File: src/rtl/fib_sweep_if.sv
// Bundles the fib request/response wires and the output-FIFO stream of fib_sweep.
// The sweep block uses the master modport; the fib calculator/consumer side uses the slave modport.
interface fib_sweep_if #(
    parameter int INPUT_WIDTH  = 6,
    parameter int OUTPUT_WIDTH = 32
);
    logic                    fib_go;
    logic [INPUT_WIDTH-1:0]  fib_n;
    logic [OUTPUT_WIDTH-1:0] fib_result;
    logic                    fib_overflow;
    logic                    fib_done;

    logic                    out_valid;
    logic                    out_ready;
    logic [INPUT_WIDTH-1:0]  out_n;
    logic [OUTPUT_WIDTH-1:0] out_result;
    logic                    out_overflow;

    modport master (
        output fib_go, fib_n, out_valid, out_n, out_result, out_overflow,
        input  fib_result, fib_overflow, fib_done, out_ready
    );

    modport slave (
        input  fib_go, fib_n, out_valid, out_n, out_result, out_overflow,
        output fib_result, fib_overflow, fib_done, out_ready
    );
endinterface

File: src/rtl/fib_sweep.sv
// Sweeps n over an inclusive range, issuing one fib request per value and
// collecting {n, result, overflow} into a small FIFO drained by a valid/ready consumer.
module fib_sweep #(
    parameter int INPUT_WIDTH  = 6,
    parameter int OUTPUT_WIDTH = 32,
    parameter int FIFO_DEPTH   = 4
) (
    input  logic                   clk,
    input  logic                   rst,
    input  logic                   start,
    input  logic [INPUT_WIDTH-1:0] n_first,
    input  logic [INPUT_WIDTH-1:0] n_last,
    output logic                   busy,
    output logic                   sweep_done,
    fib_sweep_if.master            bus
);

    localparam int PTR_W   = $clog2(FIFO_DEPTH);
    localparam int CNT_W   = PTR_W + 1;
    localparam int ENTRY_W = INPUT_WIDTH + OUTPUT_WIDTH + 1;
    localparam logic [CNT_W-1:0] FULL_CNT = CNT_W'(FIFO_DEPTH);

    typedef enum logic [2:0] {
        S_IDLE      = 3'd0,
        S_ISSUE     = 3'd1,
        S_WAIT_LOW  = 3'd2,
        S_WAIT_HIGH = 3'd3,
        S_CAPTURE   = 3'd4,
        S_FINISH    = 3'd5
    } state_t;

    state_t                 state_q, state_d;
    logic [INPUT_WIDTH-1:0] cur_q, cur_d;
    logic [INPUT_WIDTH-1:0] last_q, last_d;

    logic [PTR_W-1:0]       wr_ptr_q, wr_ptr_d;
    logic [PTR_W-1:0]       rd_ptr_q, rd_ptr_d;
    logic [CNT_W-1:0]       count_q, count_d;
    logic [ENTRY_W-1:0]     mem_q [FIFO_DEPTH];
    logic [ENTRY_W-1:0]     mem_d [FIFO_DEPTH];

    logic                   fifo_full;
    logic                   fifo_valid;
    logic                   push;
    logic                   pop;
    logic                   at_last;
    logic [ENTRY_W-1:0]     head;

    // Fullness is taken from the registered count, so a same-cycle pop never frees a slot for a push.
    assign fifo_full  = (count_q == FULL_CNT);
    assign fifo_valid = (count_q != '0);
    assign push       = (state_q == S_CAPTURE) && !fifo_full;
    assign pop        = fifo_valid && bus.out_ready;
    assign at_last    = (cur_q == last_q);

    // ---------------------------------------------------------------- state register
    always_ff @(posedge clk or negedge rst) begin
        if (!rst) begin
            state_q <= S_IDLE;
        end else begin
            state_q <= state_d;
        end
    end

    // ---------------------------------------------------------------- next state
    always_comb begin
        state_d = state_q;
        unique case (state_q)
            S_IDLE: begin
                if (start) begin
                    state_d = (n_first > n_last) ? S_FINISH : S_ISSUE;
                end
            end
            S_ISSUE: begin
                state_d = S_WAIT_LOW;
            end
            S_WAIT_LOW: begin
                // fib keeps done high from its previous run; wait for it to clear.
                if (!bus.fib_done) begin
                    state_d = S_WAIT_HIGH;
                end
            end
            S_WAIT_HIGH: begin
                if (bus.fib_done) begin
                    state_d = S_CAPTURE;
                end
            end
            S_CAPTURE: begin
                if (!fifo_full) begin
                    state_d = at_last ? S_FINISH : S_ISSUE;
                end
            end
            S_FINISH: begin
                state_d = S_IDLE;
            end
            default: begin
                state_d = S_IDLE;
            end
        endcase
    end

    // ---------------------------------------------------------------- FSM outputs
    always_comb begin
        busy       = (state_q != S_IDLE);
        sweep_done = (state_q == S_FINISH);
        bus.fib_go = (state_q == S_ISSUE);
        bus.fib_n  = cur_q;
    end

    // ---------------------------------------------------------------- range tracking
    always_comb begin
        cur_d  = cur_q;
        last_d = last_q;
        if ((state_q == S_IDLE) && start) begin
            cur_d  = n_first;
            last_d = n_last;
        end else if (push && !at_last) begin
            // Compare-before-increment: cur never steps past n_last, so the top code cannot wrap.
            cur_d = cur_q + INPUT_WIDTH'(1);
        end
    end

    always_ff @(posedge clk or negedge rst) begin
        if (!rst) begin
            cur_q <= '0;
        end else begin
            cur_q <= cur_d;
        end
    end

    // ---------------------------------------------------------------- output FIFO
    always_comb begin
        wr_ptr_d = wr_ptr_q + PTR_W'(push);
        rd_ptr_d = rd_ptr_q + PTR_W'(pop);
        count_d  = count_q + CNT_W'(push) - CNT_W'(pop);
        mem_d    = mem_q;
        if (push) begin
            mem_d[wr_ptr_q] = {cur_q, bus.fib_result, bus.fib_overflow};
        end
    end

    always_ff @(posedge clk or negedge rst) begin
        if (!rst) begin
            wr_ptr_q <= '0;
            rd_ptr_q <= '0;
            count_q  <= '0;
        end else begin
            wr_ptr_q <= wr_ptr_d;
            rd_ptr_q <= rd_ptr_d;
            count_q  <= count_d;
        end
    end

    // Storage and the latched range end need no reset: both are only read once written.
    always_ff @(posedge clk) begin
        mem_q  <= mem_d;
        last_q <= last_d;
    end

    assign head = mem_q[rd_ptr_q];

    // Head fields are forced to zero while empty so the stream reads clean after reset or drain.
    always_comb begin
        bus.out_valid = fifo_valid;
        if (fifo_valid) begin
            {bus.out_n, bus.out_result, bus.out_overflow} = head;
        end else begin
            bus.out_n        = '0;
            bus.out_result   = '0;
            bus.out_overflow = 1'b0;
        end
    end

    // ---------------------------------------------------------------- properties
    a_go_single: assert property (@(posedge clk) disable iff (!rst)
        bus.fib_go |=> !bus.fib_go);

    a_count_bound: assert property (@(posedge clk) disable iff (!rst)
        count_q <= FULL_CNT);

    a_go_busy: assert property (@(posedge clk) disable iff (!rst)
        bus.fib_go |-> busy);

endmodule

File: src/flat_wrapper.sv
// flat-port wrapper written by rule: the top's interface ports become plain ports
module fib_sweep_flat 
#(
    parameter int INPUT_WIDTH  = 6,
    parameter int OUTPUT_WIDTH = 32,
    parameter int FIFO_DEPTH   = 4
)
  (clk, rst, start, n_first, n_last, busy, sweep_done, bus_fib_go, bus_fib_n, bus_out_valid, bus_out_n, bus_out_result, bus_out_overflow, bus_fib_result, bus_fib_overflow, bus_fib_done, bus_out_ready);
  fib_sweep_if #(.INPUT_WIDTH(INPUT_WIDTH), .OUTPUT_WIDTH(OUTPUT_WIDTH)) bus_i ();
  input  logic clk;
  input  logic rst;
  input  logic start;
  input  logic [INPUT_WIDTH-1:0] n_first;
  input  logic [INPUT_WIDTH-1:0] n_last;
  output logic busy;
  output logic sweep_done;
  output wire logic [$bits(bus_i.fib_go)-1:0] bus_fib_go;
  output wire logic [$bits(bus_i.fib_n)-1:0] bus_fib_n;
  output wire logic [$bits(bus_i.out_valid)-1:0] bus_out_valid;
  output wire logic [$bits(bus_i.out_n)-1:0] bus_out_n;
  output wire logic [$bits(bus_i.out_result)-1:0] bus_out_result;
  output wire logic [$bits(bus_i.out_overflow)-1:0] bus_out_overflow;
  input wire logic [$bits(bus_i.fib_result)-1:0] bus_fib_result;
  input wire logic [$bits(bus_i.fib_overflow)-1:0] bus_fib_overflow;
  input wire logic [$bits(bus_i.fib_done)-1:0] bus_fib_done;
  input wire logic [$bits(bus_i.out_ready)-1:0] bus_out_ready;
  assign bus_fib_go = bus_i.fib_go;
  assign bus_fib_n = bus_i.fib_n;
  assign bus_out_valid = bus_i.out_valid;
  assign bus_out_n = bus_i.out_n;
  assign bus_out_result = bus_i.out_result;
  assign bus_out_overflow = bus_i.out_overflow;
  assign bus_i.fib_result = bus_fib_result;
  assign bus_i.fib_overflow = bus_fib_overflow;
  assign bus_i.fib_done = bus_fib_done;
  assign bus_i.out_ready = bus_out_ready;
  fib_sweep #(.INPUT_WIDTH(INPUT_WIDTH), .OUTPUT_WIDTH(OUTPUT_WIDTH), .FIFO_DEPTH(FIFO_DEPTH)) u_core (.clk(clk), .rst(rst), .start(start), .n_first(n_first), .n_last(n_last), .busy(busy), .sweep_done(sweep_done), .bus(bus_i));
endmodule
File: config.mk
export PLATFORM = sky130hd
export DESIGN_NAME = fib_sweep_flat
export DESIGN_NICKNAME = d
export VERILOG_FILES = /design/src/rtl/fib_sweep_if.sv /design/src/rtl/fib_sweep.sv /design/src/flat_wrapper.sv
export SDC_FILE = /design/constraint.sdc
export NUM_CORES = 1
export LEC_CHECK = 0
export CAP_MARGIN = 0
export CELL_PAD_IN_SITES_DETAIL_PLACEMENT = 0
export CELL_PAD_IN_SITES_GLOBAL_PLACEMENT = 1
export CORE_UTILIZATION = 42
export DETAILED_ROUTE_END_ITERATION = 7
export PLACE_DENSITY = 0.78
export SKIP_CTS_REPAIR_TIMING = 1
export SLEW_MARGIN = 40
export SYNTH_ARGS = -nofsm -noshare
export SYNTH_HDL_FRONTEND = slang
export SYNTH_SLANG_ARGS = --single-unit
File: constraint.sdc
create_clock -name clk -period 4.66 [get_ports clk]
set_input_delay 0.932 -clock clk [delete_from_list [all_inputs] [get_ports clk]]
set_output_delay 0.932 -clock clk [all_outputs]
set_load 0.02 [all_outputs]
==> results.yml, run 1 <==
sta:
  finClkSkew_ns: 0.00562
  finalCritPeriodShare_pct: 77.9
  final-setup-viol-count: 0
  final_hold_viol_count: 0
  tightest_slew_ns: 0.607
  rsz0062_at_grt: "no"
  finalSetupTns_ns: 0
  clock.fmax_mhz: 275
  fin_ws_ns: 1.03
  maxSlewViolCount: 0
  max_slew_margin_pct: 59.5
  period_minus_slack_ns: 3.63
  whs_ns: 0.432
detailed_routing:
  ant_nets: 0
  wl_met2_mm: 6.68
  met1Wirelength_mm: 5.56
  drtIter0Drc: 148
  post_drt_wl_per_cell_um: 18.1
  drc: 0
  vias: 3664
  routed_wl_mm: 13.0
  top_layer: "met4"
  viasPerCell: 5.10
  dr.pass1.iters: 4
  wl_met3_um: 603
synthesis:
  ys_types: 37
  yosysWarnings: 0
  ys_ff_latch: 178
  synthCells: 376
  synth_area_mm2: 0.00716
  ys_seq_area_share_pct: 73.5
  avgSynthCellArea_um2: 19.1
  synth_nets: 438
placement:
  io_buffer_count: 98
  place_ws_ns: 1.40
  dp_hpwl_mm: 8.27
  gp_congestion: 0.724
critical_path:
  crit_chain: "buf_12, mux4_2, nor2b_1, clkdlybuf4s50_1"
  worstSetupEndpointType: "output pin"
  crit_path_max_fanout: 25
  worst-r2r-cell-count: 10
  cp.arrival_ns: 2.70
  r2r-end: "u_core.count_q[2]"
  cpPeakStageDelay_ns: 0.73
  worstSetupStartpointType: "flip-flop"
  crit_slowest_cell: "dfrtp_2"
  timing.setup.critical_path_class: "reg2out"
  ff2ff_setup_slack_ns: 2.00
  r2r_start: "u_core.count_q[1]"
  cp_num_buf_inv: 2
  cp.required_ns: 3.73
  crit_family: "buffers and inverters"
min_path:
  min_path_type: "in2async"
cells_and_area:
  finalNetCount: 548
  multi_input_area_mm2: 0.00180
  seq_area_mm2: 0.00527
  diodes: 0
  syn_to_final_growth_pct: 26.9
  fillCellCount: 1285
  drive_above_1_share_pct: 18.4
global_route:
  antenna_found_initial: 0
  grt_max_degree: 41
  grt_pass1_vias: 3924
  grt_overflow: 0
  grt_first_pass_wirelength_mm: 20.7
  track_usage_pct: 15.9
floorplanning:
  die_w_um: 133
  core_area_mm2: 0.0166
  dieArea_mm2: 0.0176
  ios: 99
  die_h_um: 133
  start_util_pct: 43.0
  fp-row-count: 47
cts:
  htreeDepth: 4
  cts_max_path_buffers: 2
  numCtsBuffers: 17
  cts_tree: "yes"
  cts_root_buf: "clkbuf_16"
  cts_sinks: 178
  clk_pin_slew_worst_paths_ns: 0.06
  clk_latency_ns: 0.43
status:
  status: "completed"
pwr:
  p_per_area_mw_per_mm2: 602
  p_leak_nw: 3.05
  ir_drop_uv: 345
run:
  drv_cap: 0
## sequential cells by signal (all words and copies together), names as in the netlist
name and flops:
u_core.bus.fib_n 6, u_core.last_q 6, u_core.count_q 3, u_core.wr_ptr_q 2, u_core.mem_q 156, u_core.rd_ptr_q 2
u_core.state_q 3
## layer usage
| layer | up-vias | global-route usage, % |
|---|---|---|
| li1 | 1689 | - |
| met1 | 1866 | 19.4 |
| met2 | 94 | 27.0 |
| met3 | 15 | 4.90 |
| met4 | 0 | 4.98 |
| met5 | - | 0 |
## worst max path at each step
stage	from	to	slack [ns]	cells past startpoint
CTS	u_core.rd_ptr_q[0]	bus_out_result[24]	0.94	4
detailed placement	u_core.rd_ptr_q[0]	bus_out_result[24]	1.40	4
global route	u_core.rd_ptr_q[0]	bus_out_result[24]	0.85	4
finish	u_core.rd_ptr_q[0]	bus_out_result[24]	1.03	4
global placement	u_core.rd_ptr_q[0]	bus_out_result[9]	1.41	4
floorplan	u_core.state_q[0]	u_core.mem_q[39]	0.15	4
## cell type report
cell class / instances / share of cell area, %
clock inverter: 11 / 1.43
multi-input combinational: 168 / 19.8
clock buffer: 21 / 5.17
inverter: 15 / 0.674
sequential: 178 / 58.0
timing repair buffer: 106 / 12.0
tap: 220 / 3.03
## cell families (layout without fill, tap and decap cells)
logic type,Yosys count,count (layout),share of synthesized area [%]
AND/OR/NAND/NOR,82,82,6.67
buffers and inverters,30,153,1.87
flip-flops,178,178,73.5
adder cells (fa/ha/maj),12,12,2.20
XOR/XNOR,12,12,1.47
AO/OA/AOI/OAI,22,22,1.90
multiplexers,40,40,12.4
## cells in the final DEF, fill, tap and decap left out, drive strengths merged, types with 2 or more instances in the layout
| cell type | count |
|---|---|
| bufinv | 2 |
| o211ai | 2 |
| nand2 | 8 |
| xor2 | 4 |
| nor3b | 3 |
| and3 | 2 |
| mux4 | 39 |
| edfxtp | 162 |
| clkinvlp | 4 |
| inv | 14 |
| dfrtp | 16 |
| nor2b | 43 |
| clkbuf | 21 |
| nand3 | 4 |
| buf | 9 |
| a31oi | 4 |
| o21ai | 10 |
| a21oi | 4 |
| nor3 | 5 |
| xnor2 | 8 |
| clkinv | 6 |
| nor2 | 8 |
| clkdlybuf4s50 | 97 |
| ha | 11 |
| or3 | 3 |
| or2 | 2 |
## power breakdown
group          internal [mW]  switching, mW
sequential              1.92          0.261
clock                  0.834          0.577
combinational           1.03          0.856
## worst reg2reg max path, cell delays in order (launching register included)
cell	delay, ns
dfrtp_1	0.46
nor3_4	0.52
buf_12	0.26
nor2b_1	0.11
ha_1	0.28
inv_1	0.06
ha_1	0.13
inv_1	0.05
fa_1	0.37
xnor2_1	0.20
xnor2_1	0.15
## synthesized netlist by cell type, drive strengths merged
| cell type | instances | area [um^2] |
|---|---|---|
| nor2 | 8 | 30.0 |
| dfrtp | 16 | 400 |
| and3b | 1 | 10.0 |
| a31oi | 4 | 25.0 |
| or2 | 2 | 15.0 |
| or3b | 1 | 8.76 |
| clkinv | 1 | 8.76 |
| buf | 8 | 46.3 |
| nand3 | 4 | 20.0 |
| nand3b | 1 | 7.51 |
| nor3b | 3 | 22.5 |
| inv | 14 | 52.6 |
| o31ai | 1 | 7.51 |
| nand4 | 1 | 6.26 |
| xnor2 | 8 | 70.1 |
| nand2 | 8 | 30.0 |
| mux4 | 39 | 878 |
| mux2i | 1 | 10.0 |
| o21ai | 10 | 61.3 |
| o21bai | 1 | 7.51 |
| nor2b | 43 | 269 |
| o211ai | 2 | 15.0 |
| ha | 11 | 138 |
| fa | 1 | 20.0 |
| edfxtp | 162 | 4860 |
| and3 | 2 | 15.0 |
| or3 | 3 | 18.8 |
| a21oi | 4 | 20.0 |
| nor3 | 5 | 25.0 |
| clkbuf | 7 | 26.3 |
| xor2 | 4 | 35.0 |
## stage by stage
stage                     cells  util [%]  power [mW]  cell area, um^2
after floorplan             376         -        3.30             7160
after global placement      685      50.7        4.10             8440
after detailed placement    687      51.0        4.13             8490
after CTS                   719      54.6        5.54             9090
after global routing        719      54.6        5.75             9090
final                       719      54.6        5.48             9090
No activity file was read; power rests on OpenSTA's default activity.
==> run 2: changes to the inputs <==
--- a/config.mk
+++ b/config.mk
@@ -8,9 +8,9 @@
 export CAP_MARGIN = 0
 export CELL_PAD_IN_SITES_DETAIL_PLACEMENT = 0
 export CELL_PAD_IN_SITES_GLOBAL_PLACEMENT = 1
-export CORE_UTILIZATION = 42
+export CORE_UTILIZATION = 47
 export DETAILED_ROUTE_END_ITERATION = 7
-export PLACE_DENSITY = 0.78
+export PLACE_DENSITY = 0.83
 export SKIP_CTS_REPAIR_TIMING = 1
 export SLEW_MARGIN = 40
 export SYNTH_ARGS = -nofsm -noshare
==> constraint.sdc (replaced) <==
create_clock -name clk -period 3.75 [get_ports clk]
set_input_delay 0.75 -clock clk [delete_from_list [all_inputs] [get_ports clk]]
set_output_delay 0.75 -clock clk [all_outputs]
set_load 0.02 [all_outputs]
==> results.yml, run 2 (synthesis gave the netlist of run 1 again) <==
detailed_routing:
  ant_nets: 0
  post_drt_wl_per_cell_um: 18.8
  routed_wl_mm: 12.9
  drtIter0Drc: 378
  viasPerCell: 5.39
  vias: 3700
  dr.pass1.iters: 6
  drc: 10
cells_and_area:
  finalNetCount: 551
  drive_above_1_share_pct: 18.3
  fillCellCount: 1077
  multi_input_area_mm2: 0.00180
  final_cell_mix: "edfxtp_1, clkdlybuf4s50_1, nor2b_1, mux4_2, clkbuf_16"
  diodes: 0
  largest_reg_flops: 156
  regMostFlops: "u_core.mem_q"
  syn_to_final_growth_pct: 25.8
  fin_cells: 686
  seq_area_mm2: 0.00527
  stdcell_area_mm2: 0.00901
  final_common_cell: "edfxtp_1"
placement:
  io_buffer_count: 98
  gp_congestion: 0.704
  dp_hpwl_mm: 8.43
  post_dp_cell_area_mm2: 0.00844
  placedCellCount: 653
sta:
  maxSlewViolCount: 0
  tightest_slew_ns: 0.614
  finClkSkew_ns: 0.00737
  finalCritPeriodShare_pct: 87.8
  clock.fmax_mhz: 304
  final-setup-viol-count: 0
  final_hold_viol_count: 0
  max_slew_margin_pct: 59.1
  finalSetupTns_ns: 0
  period_minus_slack_ns: 3.29
  rsz0062_at_grt: "no"
global_route:
  antenna_found_initial: 0
  grt_first_pass_wirelength_mm: 20.5
  grt_max_degree: 42
  track_usage_pct: 17.7
  grt_pass1_vias: 3909
  grt_overflow: 0
floorplanning:
  die_h_um: 125
  start_util_pct: 48.7
  core_area_mm2: 0.0147
  ios: 99
  dieArea_mm2: 0.0157
  die_w_um: 125
  fp-row-count: 44
pwr:
  p_sw_mw: 2.07
  p_seq_share_pct: 38.9
  p_per_area_mw_per_mm2: 747
  clkPwrFrac_pct: 24.9
  comb_power_share_pct: 36.2
  ir_drop_uv: 456
  intPower_mw: 4.66
  p_leak_nw: 3.05
  p_sw_share_pct: 30.8
critical_path:
  cpPeakStageDelay_ns: 0.60
  cp.arrival_ns: 2.54
  worstSetupStartpointType: "flip-flop"
  worstSetupEndpointType: "output pin"
  crit_slowest_cell: "clkdlybuf4s50_1"
  cp.required_ns: 3.00
  crit_path_max_fanout: 34
  crit_chain: "buf_12, mux4_2, nor2b_1, clkdlybuf4s50_1"
  worst-r2r-cell-count: 10
  timing.setup.critical_path_class: "reg2out"
status:
  violations: "DRC"
  status: "finished, violations left"
cts:
  cts_tree: "yes"
  cts_sinks: 178
  cts_max_path_buffers: 2
  htreeDepth: 4
  clk_latency_ns: 0.42
  cts_root_buf: "clkbuf_16"
  numCtsBuffers: 17
  clk_pin_slew_worst_paths_ns: 0.06
run:
  drv_cap: 0
min_path:
  min_path_type: "in2async"
==> run 2: cell count changes in the layout (fill, tap and decap cells not counted), sizes merged <==
cell,change
clkinvlp,-1
inv,+1
buf,+3
clkbuf,+1
clkinv,-1
==> run 2: worst paths after layout <==
kind	start	endpoint	slack (ns)
max in group asynchronous	rst	u_core.rd_ptr_q[0]	3.22
setup reg to reg	u_core.count_q[1]	u_core.count_q[2]	1.20
hold / removal	rst	u_core.state_q[2]	0.24
hold reg to reg	u_core.count_q[1]	u_core.count_q[2]	0.58
min in group clk	u_core.count_q[1]	u_core.count_q[2]	0.58
setup / recovery	u_core.rd_ptr_q[0]	bus_out_n[3]	0.46
==> run 2: power by group through the flow <==
stage / registers [mW] / logic [mW] / clock network, mW
5_1_grt: 2.66 / 2.63 / 1.79
2_1_floorplan: 2.57 / 1.53 / 0
3_5_place_dp: 2.66 / 2.47 / 0
3_3_place_gp: 2.64 / 2.46 / 0
6_report: 2.62 / 2.44 / 1.68
4_1_cts: 2.63 / 2.49 / 1.70
==> run 2: cell type report <==
class | instances | share of cell area (%)
Sequential cell | 178 | 58.4
Timing Repair Buffer | 109 | 12.1
Inverter | 15 | 0.680
Clock buffer | 22 | 5.04
Tap cell | 184 | 2.55
Clock inverter | 10 | 1.24
Multi-Input combinational cell | 168 | 20.0
==> run 2: critical path: cells and delay by family, from the launching register on <==
family | cells | cell delay (ns)
buffers and inverters | 2 | 0.91
DFF | 1 | 0.50
muxes | 1 | 0.54
and+or+nand+nor | 1 | 0.14
==> run 2: through the flow <==
stage	power, mW	hold WS (ns)	utilization (%)	setup WS [ns]
after floorplan	4.10	0.454	-	0.419
after global placement	5.10	0.561	57.4	0.881
after detailed placement	5.13	0.574	57.4	0.876
after CTS	6.82	0.597	61.3	0.409
after global routing	7.08	0.262	61.3	0.341
final	6.73	0.243	61.3	0.456
==> run 2: metal layers <==
layer	vias up	part of all wire [%]	global-route usage [%]
li1	1691	-	-
met1	1894	42	22.1
met2	98	51	29.5
met3	17	5.4	4.96
met4	0	1.5	6.96
met5	-	0	0
